`src/rtl/lc3b_types.sv`:
```
// Shared LC-3b types: the 16-bit machine word and the memory-arbiter FSM states.
package lc3b_types;

    typedef logic [15:0] lc3b_word;

    typedef enum logic [1:0] {
        IDLE,
        SERVE_I,
        SERVE_D
    } arb_state_t;

endpackage

```
`src/rtl/mem_arbiter.sv`:
```
// Two-port (instruction/data) arbiter in front of one shared memory port.
// Conflicts in IDLE are resolved round-robin against the previously granted port.
import lc3b_types::*;

module mem_arbiter (
    input  logic       clk,
    input  logic       rst_n,
    input  logic       i_read,
    input  lc3b_word   i_address,
    output lc3b_word   i_rdata,
    output logic       i_resp,
    input  logic       d_read,
    input  logic       d_write,
    input  logic [1:0] d_wmask,
    input  lc3b_word   d_address,
    input  lc3b_word   d_wdata,
    output lc3b_word   d_rdata,
    output logic       d_resp,
    output logic       pmem_read,
    output logic       pmem_write,
    output lc3b_word   pmem_address,
    output lc3b_word   pmem_wdata,
    output logic [1:0] pmem_wmask,
    input  lc3b_word   pmem_rdata,
    input  logic       pmem_resp
);

    arb_state_t state_q, state_d;
    logic       last_grant_q, last_grant_d;  // 1 = data port granted last
    lc3b_word   stall_cnt_q, stall_cnt_d;
    logic       d_req;

    assign d_req = d_read | d_write;

    always_comb begin
        state_d      = state_q;
        last_grant_d = last_grant_q;
        case (state_q)
            IDLE: begin
                if (i_read && d_req) begin
                    if (last_grant_q) begin
                        state_d      = SERVE_I;
                        last_grant_d = 1'b0;
                    end else begin
                        state_d      = SERVE_D;
                        last_grant_d = 1'b1;
                    end
                end else if (i_read) begin
                    state_d      = SERVE_I;
                    last_grant_d = 1'b0;
                end else if (d_req) begin
                    state_d      = SERVE_D;
                    last_grant_d = 1'b1;
                end
            end
            SERVE_I, SERVE_D: begin
                // Hold until memory completes, even if the requester dropped out early.
                if (pmem_resp) state_d = IDLE;
            end
            default: state_d = IDLE;
        endcase
    end

    always_comb begin
        stall_cnt_d = stall_cnt_q;
        if (i_read && !i_resp && (stall_cnt_q != 16'hFFFF))
            stall_cnt_d = stall_cnt_q + 16'd1;
    end

    always_ff @(posedge clk or negedge rst_n) begin
        if (!rst_n) begin
            state_q      <= IDLE;
            last_grant_q <= 1'b1;
            stall_cnt_q  <= 16'h0000;
        end else begin
            state_q      <= state_d;
            last_grant_q <= last_grant_d;
            stall_cnt_q  <= stall_cnt_d;
        end
    end

    assign i_rdata = pmem_rdata;
    assign d_rdata = pmem_rdata;

    always_comb begin
        pmem_read    = 1'b0;
        pmem_write   = 1'b0;
        pmem_address = 16'h0000;
        pmem_wdata   = 16'h0000;
        pmem_wmask   = 2'b00;
        i_resp       = 1'b0;
        d_resp       = 1'b0;
        case (state_q)
            SERVE_I: begin
                pmem_read    = 1'b1;
                pmem_address = i_address;
                i_resp       = pmem_resp;
            end
            SERVE_D: begin
                // A simultaneous read and write is issued as a write.
                pmem_read    = d_read & ~d_write;
                pmem_write   = d_write;
                pmem_address = d_address;
                pmem_wdata   = d_wdata;
                pmem_wmask   = d_wmask;
                d_resp       = pmem_resp;
            end
            default: ;
        endcase
    end

endmodule

```
`config.mk`:
```
export PLATFORM = sky130hd
export DESIGN_NAME = mem_arbiter
export DESIGN_NICKNAME = d
export VERILOG_FILES = /design/src/rtl/lc3b_types.sv /design/src/rtl/mem_arbiter.sv
export SDC_FILE = /design/constraint.sdc
export NUM_CORES = 1
export LEC_CHECK = 0
export CAP_MARGIN = 10
export CORE_UTILIZATION = 23
export CTS_BUF_LIST = sky130_fd_sc_hd__clkbuf_4
export DETAILED_ROUTE_END_ITERATION = 12
export GPL_TIMING_DRIVEN = 0
export PLACE_DENSITY = 0.87
export SETUP_SLACK_MARGIN = 0.5
export SYNTH_ARGS = -nofsm -noshare
export SYNTH_HDL_FRONTEND = slang
export SYNTH_SLANG_ARGS = --single-unit
```
`constraint.sdc`:
```
create_clock -name clk -period 1.7 [get_ports clk]
set_input_delay 0.51 -clock clk [delete_from_list [all_inputs] [get_ports clk]]
set_output_delay 0.51 -clock clk [all_outputs]
set_load 0.01 [all_outputs]
```
After elaboration in Yosys (flattened, before gate mapping)
Index checks and enable logic that the tools add are counted.
{"block": "totals", "regBits": 3, "latchBits": 0, "mem_bits_rw": 0, "mem_bits_ro": 0, "inputBits": 72, "word_cells": 32, "mem_count": 0}
{"block": "classes", "n_addsub": 0, "mul": 0, "n_div": 0, "n_lt_le_gt_ge": 0, "eq_ne": 4, "shift": 0, "muxes": 17, "n_bitwise": 3, "reduce_logical": 6}
{"operator": "16-bit one-hot mux with 2 select lines", "n": 1}
{"operator": "16-bit two-way mux", "n": 1}
{"operator": "2-bit two-way mux", "n": 6}
{"operator": "1-bit two-way mux", "n": 7}
{"operator": "4-bit inequality test, second input constant", "n": 1}
{"operator": "2-bit one-hot mux with 2 select lines", "n": 1}
{"operator": "2-bit AND reduction", "n": 2}
{"operator": "3-bit nonzero test", "n": 1}
{"operator": "2-bit by 1-bit equality test with 1-bit output, second input constant", "n": 1}
{"operator": "2-bit equality test, second input constant", "n": 1}
{"operator": "2-bit zero test", "n": 1}
{"operator": "2-bit inequality test, second input constant", "n": 1}
{"operator": "1-bit one-hot mux with 2 select lines", "n": 1}
{"operator": "2-bit OR reduction", "n": 1}
{"operator": "1-bit bitwise AND", "n": 1}
{"operator": "1-bit logical AND", "n": 1}
{"operator": "1-bit inverter", "n": 1}
{"operator": "1-bit OR", "n": 1}

Longest topological paths before layout
{"block": "logic_depth", "ltp_word": 5, "depth_mapped": 7, "ltp_nobuf": 5}

Worst setup path before layout
Ideal clock, no wire load.
{"block": "synth_timing", "kind": "flip-flop to output port", "start": "register state_q[1]", "end": "output pmem_address[10]", "arrival_time_ps": 1147, "slack_ps": 43, "path_stages_with_launch": 5, "path_cell_list": "dfrtp_1 inv_1 ha_1 buf_2 nor2b_1"}
{"block": "synth_via", "elab_chain_cells": 2}
{"element": "start: declaration", "line": "mem_arbiter.sv:28", "source": "arb_state_t state_q, state_d;"}
{"element": "start signal: assignment", "line": "mem_arbiter.sv:76", "source": "state_q <= state_d;"}
{"element": "2-bit equality test or 2-bit by 1-bit equality test with 1-bit output (tied branches)", "line": "mem_arbiter.sv:93", "source": "case (state_q)"}
{"element": "16-bit one-hot mux with 2 select lines *", "line": "mem_arbiter.sv:93"}
{"element": "end: declaration", "line": "mem_arbiter.sv:21", "source": "output lc3b_word pmem_address,"}
Every way passes the cells marked *; elsewhere a longest branch is shown, timed or not.

Worst setup path in the final report
{"block": "layout_timing", "start": "register state_q[1]", "end": "output pmem_address[7]"}
The elaborated chain is that of the path after synthesis.

==> impl_metrics.tcl <==
set metrics [dict create \
    drtIter0Drc 27 \
    grt-ovfl-total 0 \
    hp-class "primary input to asynchronous set/reset pin" \
    gp_congestion 0.733 \
    grt_max_degree 8 \
    syn_nets 193 \
    grt_pass1_wl_um 7180 \
    synth_area_leaders "buf_4 (28%), and2_1 (15%), a22oi_1 (14%)" \
    cp_max_fo 6 \
    clock_latency_ns 0.24 \
    p_leak_nw 1.34 \
    area_growth_pct 236 \
    cts_buffers 3 \
    reg2reg_depth 8 \
    yosys_warnings 0 \
    drc_errors 0 \
    coreArea_um2 3470 \
    final_util_pct 84.3 \
    drtAntennaViolNets 0 \
    timing_hold_violations_final 0 \
    rows 21 \
    fin_nets 345 \
    place_ws_ns -0.651 \
    dieArea_um2 4030 \
    h-tree-depth 1 \
    p_per_area_nw_per_um2 1160 \
    synth_top_area_share_pct 28.5 \
    fp.dieH_um 63.5 \
    failed_checks "setup timing" \
    ys_seq_elements 3 \
    cts-root-buf "clkbuf_4" \
    drive_gt1_share_pct 71.6 \
    routed_via_density 4.50 \
    maxCapViolations 0 \
    cts_hold_buf 0 \
    vias 1412 \
    grtUsageTotal_pct 22.8 \
    power_mw 3.39 \
    pin_count 142 \
    clkTransAtPathRegs_ns 0.04 \
    port_buffers 125 \
    yosysMostFrequentCell "buf_4" \
    timing.final.crit_share_pct 125 \
    dpl.hpwl_um 2970 \
    avgSynthCellArea_um2 7.43 \
    period_minus_slack_ns 2.12 \
    synthCells 117 \
    first_global_vias 1437 \
    status "finished, violations left" \
    clkSinkCount 3 \
    worstSetupPathType "register to primary output" \
    synthTopCellsByCount "buf_4 (33), and2_1 (21), a22oi_1 (16), nor2b_1 (16), ha_1 (4)" \
    n_antenna_cell 0 \
    clock_path_buffers 2 \
    arrival_ns 1.61 \
    synth.cell_area_um2 870 \
    synthFlopType "dfrtp_1" \
    dr.pass1.iters 4 \
    worstPathRequired_ns 1.19 \
    startpoint_type "register" \
    max_slew_margin_pct 82.9 \
    synth_edf_count 0 \
    hold_ws_ns 0.453 \
    setup_viol 38 \
    yosysSeqAreaShare_pct 8.78 \
    rsz0062_at_grt "yes" \
    worst_pin_slew_ns 0.256 \
    critPathCaptureType "primary output" \
    synth.distinct_cells 20 \
    chipWidth_um 63.5 \
    start_util_pct 25.1 \
    async_flop_share_pct 100 \
    drt-wirelength-per-cell_um 16.5 \
    cts_tree "built" \
    wl_um 5180 \
    fin_worst_skew_ns 0.000381 \
    synth_top_cell_by_area "buf_4" \
    peakVddDrop_mv 0.983 \
    slew_violations 0 \
    fmax_mhz 471 \
    antenna_found_initial 0 \
    post-route-worst-setup-slack_ns -0.423 \
]
## cell usage in the layout, fill, tap and decap left out, drive strengths merged, types with 2 or more instances in the layout
cell and n:
buf 130, clkdlybuf4s50 53, and2 21, nor2b 17
a22oi 16, ha 4, clkbuf 4, inv 3
o21ai 3, nand2 3, nor2 3, a21oi 2
dfrtp 2
## worst paths after layout
kind | start | to | slack [ns]
worst max-delay path | state_q[1] | pmem_address[7] | -0.42
worst min-delay path | rst_n | state_q[1] | 0.45
worst max register to register | state_q[0] | state_q[1] | 0.04
worst min register to register | last_grant_q | last_grant_q | 0.50
max in group asynchronous | rst_n | last_grant_q | 1.03
min in group clk | last_grant_q | last_grant_q | 0.50
## report_power, final
group	internal (mW)	switching, mW
Sequential	0.116	0.0396
Combinational	1.93	1.16
Clock	0.104	0.0430
## critical path: stages (launching register included)
cell and delay (ns):
dfrtp_2 0.40, inv_2 0.07, ha_4 0.16, buf_6 0.14, buf_6 0.13, buf_6 0.11, a22oi_2 0.16, nor2b_2 0.06
buf_2 0.14
## kinds of logic after synthesis
| logic type | after synthesis | synth area share [%] |
|---|---|---|
| AO/OA/AOI/OAI | 24 | 19.6 |
| adder cells (fa/ha/maj) | 4 | 5.76 |
| buffers and inverters | 42 | 35.1 |
| flip-flops | 3 | 8.78 |
| AND/OR/NAND/NOR | 44 | 30.8 |
## per-stage QoR
stage | cells | cell area, um2 | TNS (ns)
final | 314 | 2920 | -11.47
after detailed placement | 288 | 2250 | -19.31
after CTS | 313 | 2770 | -11.67
after floorplan | 117 | 937 | 0
after global placement | 288 | 2250 | -18.90
after global routing | 314 | 2920 | -13.81
## area by class of cell
| cell class | instances | area [um2] |
|---|---|---|
| Fill cell | 196 | 544 |
| Buffer | 39 | 458 |
| Timing Repair Buffer | 147 | 1540 |
| Sequential cell | 3 | 77.6 |
| Tap cell | 46 | 57.6 |
| Multi-Input combinational cell | 72 | 746 |
| Clock buffer | 4 | 30.0 |
| Inverter | 3 | 11.3 |
## sequential cells by signal (all words and copies together) (netlist names)
signal / cells
last_grant_q: 1
state_q: 2
## layer usage
layer	GRT usage [%]	wire length, um	vias up	part of all wire [%]
met5	0	0	-	0
li1	-	-	657	-
met3	3.62	286	4	5.5
met4	4.26	60	0	1.2
met1	23.5	1800	679	35
met2	46.8	3030	72	59
## repair_timing
item / 4_1_cts / 5_1_grt
setup endpoints to repair: 72 / 73
buffers inserted: 16 / 1
pin swaps: 11 / 6
resized for setup: 413 / 38
gates cloned: 5 / 0
Note: power is estimated with default switching activity, not from simulation.
